--- src/rtl/led_mode_ctrl.sv ---
// Four-key LED mode controller: OFF / STEADY / BLINK / RUN, with speed and
// run-direction toggles. The animation step timer is shared by all modes.
//
// state       | meaning
// ------------+-------------------------------------------------
// MODE_OFF    | all LEDs dark
// MODE_STEADY | all LEDs lit
// MODE_BLINK  | all LEDs follow phase, phase inverts every tick
// MODE_RUN    | single lit LED (pos) rotates every tick
module led_mode_ctrl #(
  parameter int unsigned TICK_SLOW = 25_000_000,
  parameter int unsigned TICK_FAST = 5_000_000
) (
  input  logic       clk,
  input  logic       rst_n,
  input  logic [3:0] key_code,
  output logic [3:0] led
);

  typedef enum logic [1:0] {
    MODE_OFF    = 2'd0,
    MODE_STEADY = 2'd1,
    MODE_BLINK  = 2'd2,
    MODE_RUN    = 2'd3
  } mode_e;

  localparam logic [24:0] LAST_SLOW = 25'(TICK_SLOW - 1);
  localparam logic [24:0] LAST_FAST = 25'(TICK_FAST - 1);
  localparam logic [3:0]  POS_LEFT_START  = 4'b0001;
  localparam logic [3:0]  POS_RIGHT_START = 4'b1000;

  mode_e       mode_q, mode_d;
  logic        fast_q, fast_d;
  logic        dir_right_q, dir_right_d;
  logic [3:0]  pos_q, pos_d;
  logic        phase_q, phase_d;
  logic [24:0] tick_cnt_q, tick_cnt_d;
  logic [3:0]  key_prev_q, key_prev_d;
  logic [3:0]  led_q, led_d;

  logic        key_valid;
  logic        key_evt;
  logic [24:0] tick_last;
  logic        tick;

  always_comb begin
    key_valid = (key_code != 4'd0) && (key_code <= 4'd4);
    key_evt   = key_valid && (key_prev_q == 4'd0);
    tick_last = fast_q ? LAST_FAST : LAST_SLOW;
    // >= keeps the timer bounded even if the limit ever dropped below the count
    tick      = (tick_cnt_q >= tick_last);
  end

  always_comb begin
    mode_d      = mode_q;
    fast_d      = fast_q;
    dir_right_d = dir_right_q;
    pos_d       = pos_q;
    phase_d     = phase_q;
    tick_cnt_d  = tick_cnt_q + 25'd1;
    key_prev_d  = key_code;

    if (key_evt) begin
      // A key event always restarts the step and swallows a coincident tick
      tick_cnt_d = 25'd0;
      case (key_code)
        4'd1: begin
          case (mode_q)
            MODE_OFF:    mode_d = MODE_STEADY;
            MODE_STEADY: begin
              mode_d  = MODE_BLINK;
              phase_d = 1'b1;
            end
            MODE_BLINK: begin
              mode_d = MODE_RUN;
              pos_d  = dir_right_q ? POS_RIGHT_START : POS_LEFT_START;
            end
            default:     mode_d = MODE_OFF;
          endcase
        end
        4'd2: fast_d      = ~fast_q;
        4'd3: dir_right_d = ~dir_right_q;
        4'd4: begin
          mode_d      = MODE_OFF;
          fast_d      = 1'b0;
          dir_right_d = 1'b0;
          pos_d       = POS_LEFT_START;
          phase_d     = 1'b1;
        end
        default: ;
      endcase
    end else if (tick) begin
      tick_cnt_d = 25'd0;
      case (mode_q)
        MODE_BLINK: phase_d = ~phase_q;
        MODE_RUN:   pos_d = dir_right_q ? {pos_q[0], pos_q[3:1]}
                                        : {pos_q[2:0], pos_q[3]};
        default: ;
      endcase
    end
  end

  always_comb begin
    case (mode_q)
      MODE_OFF:    led_d = 4'b0000;
      MODE_STEADY: led_d = 4'b1111;
      MODE_BLINK:  led_d = phase_q ? 4'b1111 : 4'b0000;
      default:     led_d = pos_q;
    endcase
  end

  always_ff @(posedge clk or negedge rst_n) begin
    if (!rst_n) begin
      mode_q      <= MODE_OFF;
      fast_q      <= 1'b0;
      dir_right_q <= 1'b0;
      pos_q       <= POS_LEFT_START;
      phase_q     <= 1'b1;
      tick_cnt_q  <= 25'd0;
      key_prev_q  <= 4'd0;
      led_q       <= 4'b0000;
    end else begin
      mode_q      <= mode_d;
      fast_q      <= fast_d;
      dir_right_q <= dir_right_d;
      pos_q       <= pos_d;
      phase_q     <= phase_d;
      tick_cnt_q  <= tick_cnt_d;
      key_prev_q  <= key_prev_d;
      led_q       <= led_d;
    end
  end

  assign led = led_q;

endmodule
--- config.mk ---
export PLATFORM = sky130hd
export DESIGN_NAME = led_mode_ctrl
export DESIGN_NICKNAME = d
export VERILOG_FILES = /design/src/rtl/led_mode_ctrl.sv
export SDC_FILE = /design/constraint.sdc
export NUM_CORES = 1
export LEC_CHECK = 0
export BUFFER_PORTS_ARGS = -buffer_cell sky130_fd_sc_hd__buf_2
export CELL_PAD_IN_SITES_DETAIL_PLACEMENT = 0
export CELL_PAD_IN_SITES_GLOBAL_PLACEMENT = 1
export CORE_ASPECT_RATIO = 1.5
export CORE_MARGIN = 2
export CORE_UTILIZATION = 46
export CTS_BUF_LIST = sky130_fd_sc_hd__clkbuf_8
export DETAILED_ROUTE_END_ITERATION = 16
export GPL_ROUTABILITY_DRIVEN = 0
export PLACE_DENSITY = 0.9
export SYNTH_ARGS = -nofsm -noshare
export SYNTH_HDL_FRONTEND = slang
export SYNTH_SLANG_ARGS = --single-unit
--- constraint.sdc ---
create_clock -name clk -period 2 [get_ports clk]
set_clock_uncertainty 0.05 [all_clocks]
set_input_delay 0.3 -clock clk [delete_from_list [all_inputs] [get_ports clk]]
set_output_delay 0.3 -clock clk [all_outputs]
set_load 0.005 [all_outputs]
==> results_dict.tcl, run 1 <==
set metrics [dict create \
    worstSetupStartpoint "fast_q$_DFFE_PN0P_" \
    netlist_top_cells_area "dfrtp_1 (40%), ha_1 (6.5%), xnor2_1 (6.0%)" \
    hold_viol 0 \
    p_switching_uw 671.5 \
    cp-start-kind "flip-flop" \
    io_pins 10 \
    failed_checks "setup timing" \
    fin_crit_ns 2.192 \
    cp.required_ns 2.12 \
    grt_overflow 0 \
    p_per_area_nw_per_um2 761.7 \
    place_ws_ns -0.2275 \
    status "finished with violations" \
    cts_tree "built" \
    post_drt_wl_per_cell_um 15.28 \
    maxSlewViolCount 0 \
    switching_share_pct 27.14 \
    synth_top_family_by_area "simple AND/OR/NAND/NOR gates" \
    core_um2 5165 \
    slew_headroom_pct 68.77 \
    ys_warn_count 0 \
    cts.htree.levels 2 \
    layout_setup_ws_ns -0.1916 \
    p_seq_share_pct 41.2 \
    dpl.hpwl_um 3783 \
    p_leak_nw 1.356 \
    grt_pass1_wl_um 9432 \
    crit_path_end_kind "flip-flop" \
    diodes 0 \
    p_comb_share_pct 25.1 \
    dieArea_um2 6021 \
    synth-compound-area-share_pct 12.83 \
    ys_async_sr_fraction_pct 100.0 \
    r2r_start "fast_q$_DFFE_PN0P_" \
    p_int_mw 1.802 \
    grt_usage_pct 20.16 \
    finalCritPeriodShare_pct 109.6 \
    nets 319 \
    syn2layout_area_growth_pct 30.65 \
    synth_edf_count 0 \
    die_y_um 94.04 \
    yosys-top-cells-count "dfrtp_1 (40), nor2_1 (27), inv_1 (20)" \
    netlist_instances 251 \
    cts_root_buffer "clkbuf_8" \
    grt_antenna_before_repair 0 \
    clkTransAtPathRegs_ns 0.08 \
    yosys.area.top_type "dfrtp_1" \
    cts.sinks 42 \
    yosysUniqueCellTypes 53 \
    insertion_delay_ns 0.30 \
    ys_seq_area_share_pct 42.38 \
    port_buffers 9 \
    grt_pass1_vias 2048 \
    firstDrtPassIters 4 \
    synth_xor_area_share_pct 8.103 \
    setup_viol 30 \
    hp-class "input pin to flip-flop" \
    num_vias 2032 \
    synth_most_common_cell "dfrtp_1" \
    ant_nets 0 \
    core.rowCount 32 \
    initial_utilization_pct 48.13 \
    syn_avg_cell_area_um2 9.905 \
    drive_above_1_share_pct 33.22 \
    critical_path_class "flip-flop to flip-flop" \
    synth_nets 270 \
    maxCapViolCount 0 \
    grt_max_degree 24 \
    ir_worst_vdd_mv 0.3597 \
    wl_um 5639 \
    worst_slew_pin_slew_ns 0.4685 \
    synth-simple-area-share_pct 23.80 \
    worstPathMaxFanout 6 \
    arrival_ns 2.31 \
    fp.dieW_um 64.03 \
    synthAdderAreaFrac_pct 6.543 \
    clkPwrFrac_pct 33.7 \
    syn-cell-area_um2 2486 \
    cts_buffers 5 \
    first_iter_violations 145 \
    clockBufferDepth 2 \
    rsz0062_at_grt "true" \
    tns_ns -4.278 \
    max_freq_mhz 456.3 \
    via_per_inst 5.507 \
    yosysTopAreaCellShare_pct 40.26 \
    synth_top_flop_cell "dfrtp_1" \
    ys_ff_latch 42 \
    drc 0 \
    hold_start "key_code[3]" \
    synthMuxAreaShare_pct 2.063 \
    fillers 387 \
]
[power by group through the flow]
stage	clock network, mW	registers [mW]	logic, mW
floorplan	0	1.03	0.344
global placement	0	1.03	0.561
detailed placement	0	1.04	0.582
CTS	0.847	1.02	0.606
global route	0.874	1.03	0.688
finish	0.835	1.02	0.620
[cells by family after synthesis]
family	after synthesis
simple gates	103
xor+xnor	23
compound gates	40
mux	5
fa+ha+maj	13
flops	42
buf+inv	25
[state kept, by name, summed over array words and instances (netlist names)]
register	flops
tick_cnt_q	25
key_prev_q	4
led	4
pos_q	4
mode_q	2
dir_right_q	1
fast_q	1
phase_q	1
[metal layers]
layer / part of all wire, % / track usage, % / vias up
met3: 2.4 / 3.237 / 20
met4: 3.1 / 10.33 / 0
li1: - / - / 976
met1: 39 / 22.94 / 998
met5: 0 / 0 / -
met2: 56 / 35.85 / 38
[cells in the final DEF, fill, tap and decap left out, drive strengths merged, types with 2 or more instances in the layout]
| master | n |
|---|---|
| clkbuf | 7 |
| and2 | 4 |
| nor3 | 10 |
| o21ai | 6 |
| nand4 | 3 |
| buf | 45 |
| nand3 | 12 |
| mux2i | 4 |
| and4 | 3 |
| xor2 | 6 |
| nand2 | 12 |
| inv | 20 |
| a21oi | 8 |
| ha | 13 |
| o32ai | 3 |
| nand2b | 3 |
| nor3b | 2 |
| dfstp | 2 |
| a32oi | 2 |
| or3 | 2 |
| dfrtp | 40 |
| and3 | 3 |
| nor2 | 37 |
| xnor2 | 17 |
| nand4b | 3 |
| bufinv | 2 |
| o211ai | 2 |
| a21o | 5 |
| nor4 | 5 |
[repair_timing]
action                                  4_1_cts  5_1_grt
cloned                                        0        1
endpoints found under the setup margin       30       30
resized for setup                            16       21
hold endpoints to repair                     18        0
hold buffers                                  1        0
buffers inserted                              0        1
pin swaps                                     1        6
[worst max-delay path, stage by stage (launching register included)]
cell      delay, ns
dfrtp_2        0.46
buf_6          0.15
ha_4           0.25
nand4b_1       0.13
o221a_2        0.32
buf_6          0.13
and3_4         0.17
a211oi_4       0.27
o32ai_1        0.14
[path summary, 6_finish.rpt]
kind                                            to  slack (ns)  cells after the start
max                           pos_q[2]$_DFFE_PN0P_       -0.19                      8
min                        key_prev_q[3]$_DFF_PN0_        0.09                      1
max reg2reg                   pos_q[2]$_DFFE_PN0P_       -0.19                      8
min reg2reg                   pos_q[0]$_DFFE_PN1P_        0.45                      2
max in group asynchronous     pos_q[0]$_DFFE_PN1P_        0.91                      3
min in group asynchronous  key_prev_q[1]$_DFF_PN0_        0.43                      2
[stage by stage]
step | hold slack (ns) | total power [mW] | utilization [%] | instance area (um2) | cells
3_5_place_dp | 0.2370 | 1.619 | 56.25 | 2905 | 358
5_1_grt | 0.08050 | 2.595 | 62.89 | 3248 | 369
6_report | 0.09387 | 2.474 | 62.89 | 3248 | 369
4_1_cts | 0.08514 | 2.473 | 60.22 | 3110 | 367
2_1_floorplan | -0.04559 | 1.376 | - | 2506 | 251
3_3_place_gp | 0.2296 | 1.593 | 56.25 | 2905 | 358
[final cells by class]
| class | count | area [um2] | share of cell area, % |
|---|---|---|---|
| tap | 68 | 85.08 | 2.619 |
| sequential | 42 | 1055 | 32.47 |
| clock inverter | 2 | 60.06 | 1.849 |
| inverter | 20 | 75.07 | 2.311 |
| clock buffer | 6 | 82.58 | 2.542 |
| multi-input combinational | 184 | 1491 | 45.92 |
| timing repair buffer | 47 | 399.1 | 12.29 |
(Power assumes the default switching activity.)
==> inputs of run 2 (changes only) <==
Clock period 2 ns to 1.85 ns, I/O delays scaled along.
==> results_dict.tcl, run 2 (synthesized netlist as in run 1, its figures left out) <==
set metrics [dict create \
    clkPwrFrac_pct 33.7 \
    worst_slew_pin_slew_ns 0.4726 \
    insertion_delay_ns 0.30 \
    grt_max_degree 24 \
    power_mw 2.677 \
    cts.htree.levels 2 \
    post_drt_wl_per_cell_um 13.71 \
    p_leak_nw 1.411 \
    firstDrtPassIters 4 \
    failed_checks "setup timing" \
    slew_headroom_pct 68.16 \
    grt_antenna_before_repair 0 \
    worst_path_max_delay_cell "dfrtp_2" \
    p_switching_uw 719.2 \
    port_buffers 9 \
    cts_tree "built" \
    grt_pass1_vias 2059 \
    cp-start-kind "flip-flop" \
    critical_path_class "flip-flop to flip-flop" \
    largest_reg_flops 25 \
    p_per_area_nw_per_um2 813.3 \
    die_y_um 94.04 \
    final_util_pct 63.74 \
    tns_ns -8.349 \
    register_area_um2 1055 \
    crit_path_end_kind "flip-flop" \
    clkTransAtPathRegs_ns 0.09 \
    switching_share_pct 26.86 \
    cts_root_buffer "clkbuf_8" \
    num_vias 2029 \
    maxCapViolCount 0 \
    drive_above_1_share_pct 33.33 \
    io_pins 10 \
    rsz0062_at_grt "true" \
    diodes 0 \
    cts_buffers 5 \
    ir_worst_vdd_mv 0.4399 \
    p_seq_share_pct 41.0 \
    status "finished with violations" \
    hold_viol 0 \
    cpPeakStageDelay_ns 0.49 \
    max_freq_mhz 456.2 \
    cp.required_ns 2.03 \
    core.rowCount 32 \
    cp_cell_sequence "inv_4 > ha_1 > nor2_1 > nor3_2 > buf_4 > a2111oi_4 > buf_4 > buf_4 > o2111ai_1 > nor3b_1" \
    placed_cell_area_um2 2980 \
    arrival_ns 2.37 \
    setup_viol 30 \
    nets 330 \
    p_comb_share_pct 25.3 \
    final_cell_area_um2 3292 \
    initial_utilization_pct 48.13 \
    first_iter_violations 97 \
    wl_um 5210 \
    syn2layout_area_growth_pct 32.41 \
    grt_usage_pct 18.82 \
    fp.dieW_um 64.03 \
    fillers 396 \
    place_ws_ns -0.4052 \
    clockBufferDepth 2 \
    multi_input_area_um2 1475 \
    crit_path_frequent_cell "buf_4" \
    hp-class "input pin to flip-flop" \
    fin_crit_ns 2.192 \
    ant_nets 0 \
    via_per_inst 5.339 \
    dieArea_um2 6021 \
    maxSlewViolCount 0 \
    drc 0 \
    p_int_mw 1.958 \
    layout_setup_ws_ns -0.3418 \
    mostFrequentLayoutCell "buf_4" \
    top_register "tick_cnt_q" \
    cts.sinks 42 \
    layout_common_cells "buf_4 (44), dfrtp_1 (39), nor2_1 (24)" \
    finalCritPeriodShare_pct 118.5 \
    grt_pass1_wl_um 8901 \
    core_um2 5165 \
    grt_overflow 0 \
    worstPathMaxFanout 5 \
    dpl.hpwl_um 3732 \
]
run 2: changes by cell type in the layout (fill, tap and decap cells not counted), sizes merged:
cell / previous run / this run
buf: 45 / 57
clkbuf: 7 / 6
run 2: cell type report:
| type | count | share of cell area, % |
|---|---|---|
| flip-flops and latches | 42 | 32.04 |
| clock buffers | 6 | 2.509 |
| repair buffers | 58 | 13.87 |
| well taps | 68 | 2.585 |
| inverters | 20 | 2.357 |
| clock inverters | 2 | 1.824 |
| multi-input cells | 184 | 44.81 |
run 2: repair_timing:
action,4_1_cts,5_1_grt
setup buffers,4,1
hold buffers,1,0
setup endpoints to repair,30,32
resized for setup,10,12
pin swaps,8,3
endpoints found under the hold margin,18,0
run 2: through the flow:
stage,hold WS (ns),cells
global route,0.06631,380
floorplan,-0.06809,251
finish,0.07593,380
CTS,0.06318,379
detailed placement,0.2145,368
global placement,0.2073,368
run 2: critical path, delay by kind of cell (launching register included):
family,cells,cell delay [ns]
flops,1,0.49
simple gates,3,0.33
buf+inv,4,0.52
fa+ha+maj,1,0.29
compound gates,2,0.44
run 2: power by group through the flow:
stage	clock network, mW	logic, mW	registers (mW)
detailed placement	0	0.653	1.11
CTS	0.915	0.664	1.10
floorplan	0	0.372	1.12
global placement	0	0.638	1.11
finish	0.902	0.677	1.10
global route	0.951	0.752	1.11
run 2: final timing paths:
| kind | from | endpoint | slack, ns | cells after the start |
|---|---|---|---|---|
| max | fast_q$_DFFE_PN0P_ | phase_q$_DFFE_PN1P_ | -0.34 | 10 |
| min | key_code[3] | key_prev_q[3]$_DFF_PN0_ | 0.08 | 1 |
| max reg2reg | fast_q$_DFFE_PN0P_ | phase_q$_DFFE_PN1P_ | -0.34 | 10 |
| min reg2reg | pos_q[0]$_DFFE_PN1P_ | pos_q[0]$_DFFE_PN1P_ | 0.45 | 2 |
| max in group asynchronous | rst_n | pos_q[0]$_DFFE_PN1P_ | 0.78 | 3 |
| min in group asynchronous | rst_n | dir_right_q$_DFFE_PN0P_ | 0.41 | 2 |
run 2: layer usage:
layer	track usage [%]	part of all wire (%)
met1	20.38	43
met2	35.59	53
met3	2.518	1.7
met4	8.333	2.5
met5	0	0
==> inputs of run 3 (changes only) <==
Settings changed: CORE_MARGIN 2 to 1, PLACE_DENSITY 0.9 to unset, PLACE_DENSITY_LB_ADDON set to 0.1.
==> results_dict.tcl, run 3 (synthesized netlist as in run 1, its figures left out) <==
set metrics [dict create \
    maxSlewViolCount 0 \
    maxCapViolCount 0 \
    ir_worst_vdd_mv 0.4049 \
    hold_depth 1 \
    first_iter_violations 96 \
    worst_slew_pin_slew_ns 0.5139 \
    diodes 0 \
    post_drt_wl_per_cell_um 14.46 \
    finalCritPeriodShare_pct 119.3 \
    fin_crit_ns 2.207 \
    core_um2 5165 \
    wl_um 5566 \
    fp.dieW_um 62.03 \
    nets 335 \
    clockBufferDepth 2 \
    hp-class "input pin to flip-flop" \
    arrival_ns 2.34 \
    grt_pass1_wl_um 9135 \
    grt_overflow 0 \
    hold_start "key_code[3]" \
    insertion_delay_ns 0.29 \
    dieArea_um2 5709 \
    critical_path_class "flip-flop to flip-flop" \
    grt_usage_pct 21.26 \
    initial_utilization_pct 48.13 \
    die_y_um 92.04 \
    wl_met2_um 3006 \
    fin_hold_ws_ns 0.08303 \
    reg2reg_depth 8 \
    grt_max_degree 23 \
    clkTransAtPathRegs_ns 0.08 \
    slew_headroom_pct 65.74 \
    top_register "tick_cnt_q" \
    cts_root_buffer "clkbuf_8" \
    layout_setup_ws_ns -0.3565 \
    status "finished with violations" \
    firstDrtPassIters 4 \
    final_cells 385 \
    drive_above_1_share_pct 38.17 \
    cts_buffers 5 \
    worstPathMaxFanout 7 \
    p_per_area_nw_per_um2 755.2 \
    num_vias 2018 \
    drc 0 \
    r2r_setup_slack_ns -0.36 \
    cts_tree "built" \
    core.rowCount 32 \
    cp.required_ns 1.98 \
    crit_path_end_kind "flip-flop" \
    dpl.hpwl_um 3941 \
    layout_common_cells "buf_4 (43), dfrtp_1 (39), nor2_4 (20)" \
    syn2layout_area_growth_pct 36.29 \
    cts.htree.levels 2 \
    port_buffers 9 \
    cp-start-kind "flip-flop" \
    grt_pass1_vias 2060 \
    via_per_inst 5.242 \
    ant_nets 0 \
    hold-path-endpoint "key_prev_q[3]$_DFF_PN0_" \
    io_pins 10 \
    max_freq_mhz 453.2 \
    hold_viol 0 \
    grt_antenna_before_repair 0 \
    highest_layer "met4" \
    r2r-end "tick_cnt_q[15]$_DFF_PN0_" \
    tns_ns -9.532 \
    final_util_pct 65.60 \
    wl_met1_um 2392 \
    rsz0062_at_grt "true" \
    largest_reg_flops 25 \
    power_mw 2.559 \
    r2r_start "fast_q$_DFFE_PN0P_" \
    mostFrequentLayoutCell "buf_4" \
    wl_met3_um 90 \
    setup_viol 30 \
    fillers 427 \
    failed_checks "setup timing" \
    place_inst 372 \
    p_leak_nw 1.437 \
    cts.sinks 42 \
]
==> run 3: routing by layer <==
layer,vias up,track usage [%]
li1,1017,-
met1,977,25.68
met2,16,36.79
met3,8,3.385
met4,0,6.852
met5,-,0
==> run 3: layout make-up <==
type | instances | area (um2) | area share, %
Multi-Input combinational cell | 184 | 1534 | 45.27
Sequential cell | 42 | 1055 | 31.13
Timing Repair Buffer | 63 | 530.5 | 15.66
Tap cell | 68 | 85.08 | 2.511
Inverter | 20 | 75.07 | 2.216
Clock buffer | 5 | 68.82 | 2.031
Clock inverter | 3 | 40.04 | 1.182
==> run 3: through the flow <==
stage                     setup WS [ns]  area (um2)
after global placement          -0.3308        3010
after detailed placement        -0.3753        3010
after global routing            -0.4351        3388
after CTS                       -0.3421        3202
after floorplan                 -0.2999        2506
final                           -0.3565        3388
==> run 3: how the worst max path moves through the flow <==
stage | startpoint | endpoint | slack, ns | depth (start not counted)
2_1_floorplan | tick_cnt_q[0]$_DFF_PN0_ | tick_cnt_q[9]$_DFF_PN0_ | -0.30 | 7
3_3_place_gp | fast_q$_DFFE_PN0P_ | pos_q[3]$_DFFE_PN0P_ | -0.33 | 7
3_5_place_dp | fast_q$_DFFE_PN0P_ | pos_q[3]$_DFFE_PN0P_ | -0.38 | 9
4_1_cts | fast_q$_DFFE_PN0P_ | pos_q[3]$_DFFE_PN0P_ | -0.34 | 8
5_1_grt | tick_cnt_q[0]$_DFF_PN0_ | tick_cnt_q[18]$_DFF_PN0_ | -0.44 | 8
6_report | fast_q$_DFFE_PN0P_ | tick_cnt_q[15]$_DFF_PN0_ | -0.36 | 8
==> run 3: worst max-delay path, stage by stage (launching register included) <==
cell	delay, ns
dfrtp_2	0.47
buf_6	0.14
ha_4	0.26
nand3_2	0.07
or3_4	0.42
buf_6	0.14
o21ai_4	0.28
clkbuf_16	0.24
nor2_4	0.03
==> run 3: timing repair <==
action / CTS / global route
pin swaps: 5 / 13
endpoints found under the setup margin: 30 / 31
resized for setup: 14 / 34
endpoints found under the hold margin: 19 / 0
buffers inserted: 2 / 1
hold buffers: 1 / 0
gates cloned: 0 / 1
==> run 3: power by group <==
group / switching [mW] / internal, mW
registers: 0.0829 / 1.02
clock network: 0.327 / 0.398
logic: 0.333 / 0.401
total: 0.742 / 1.82
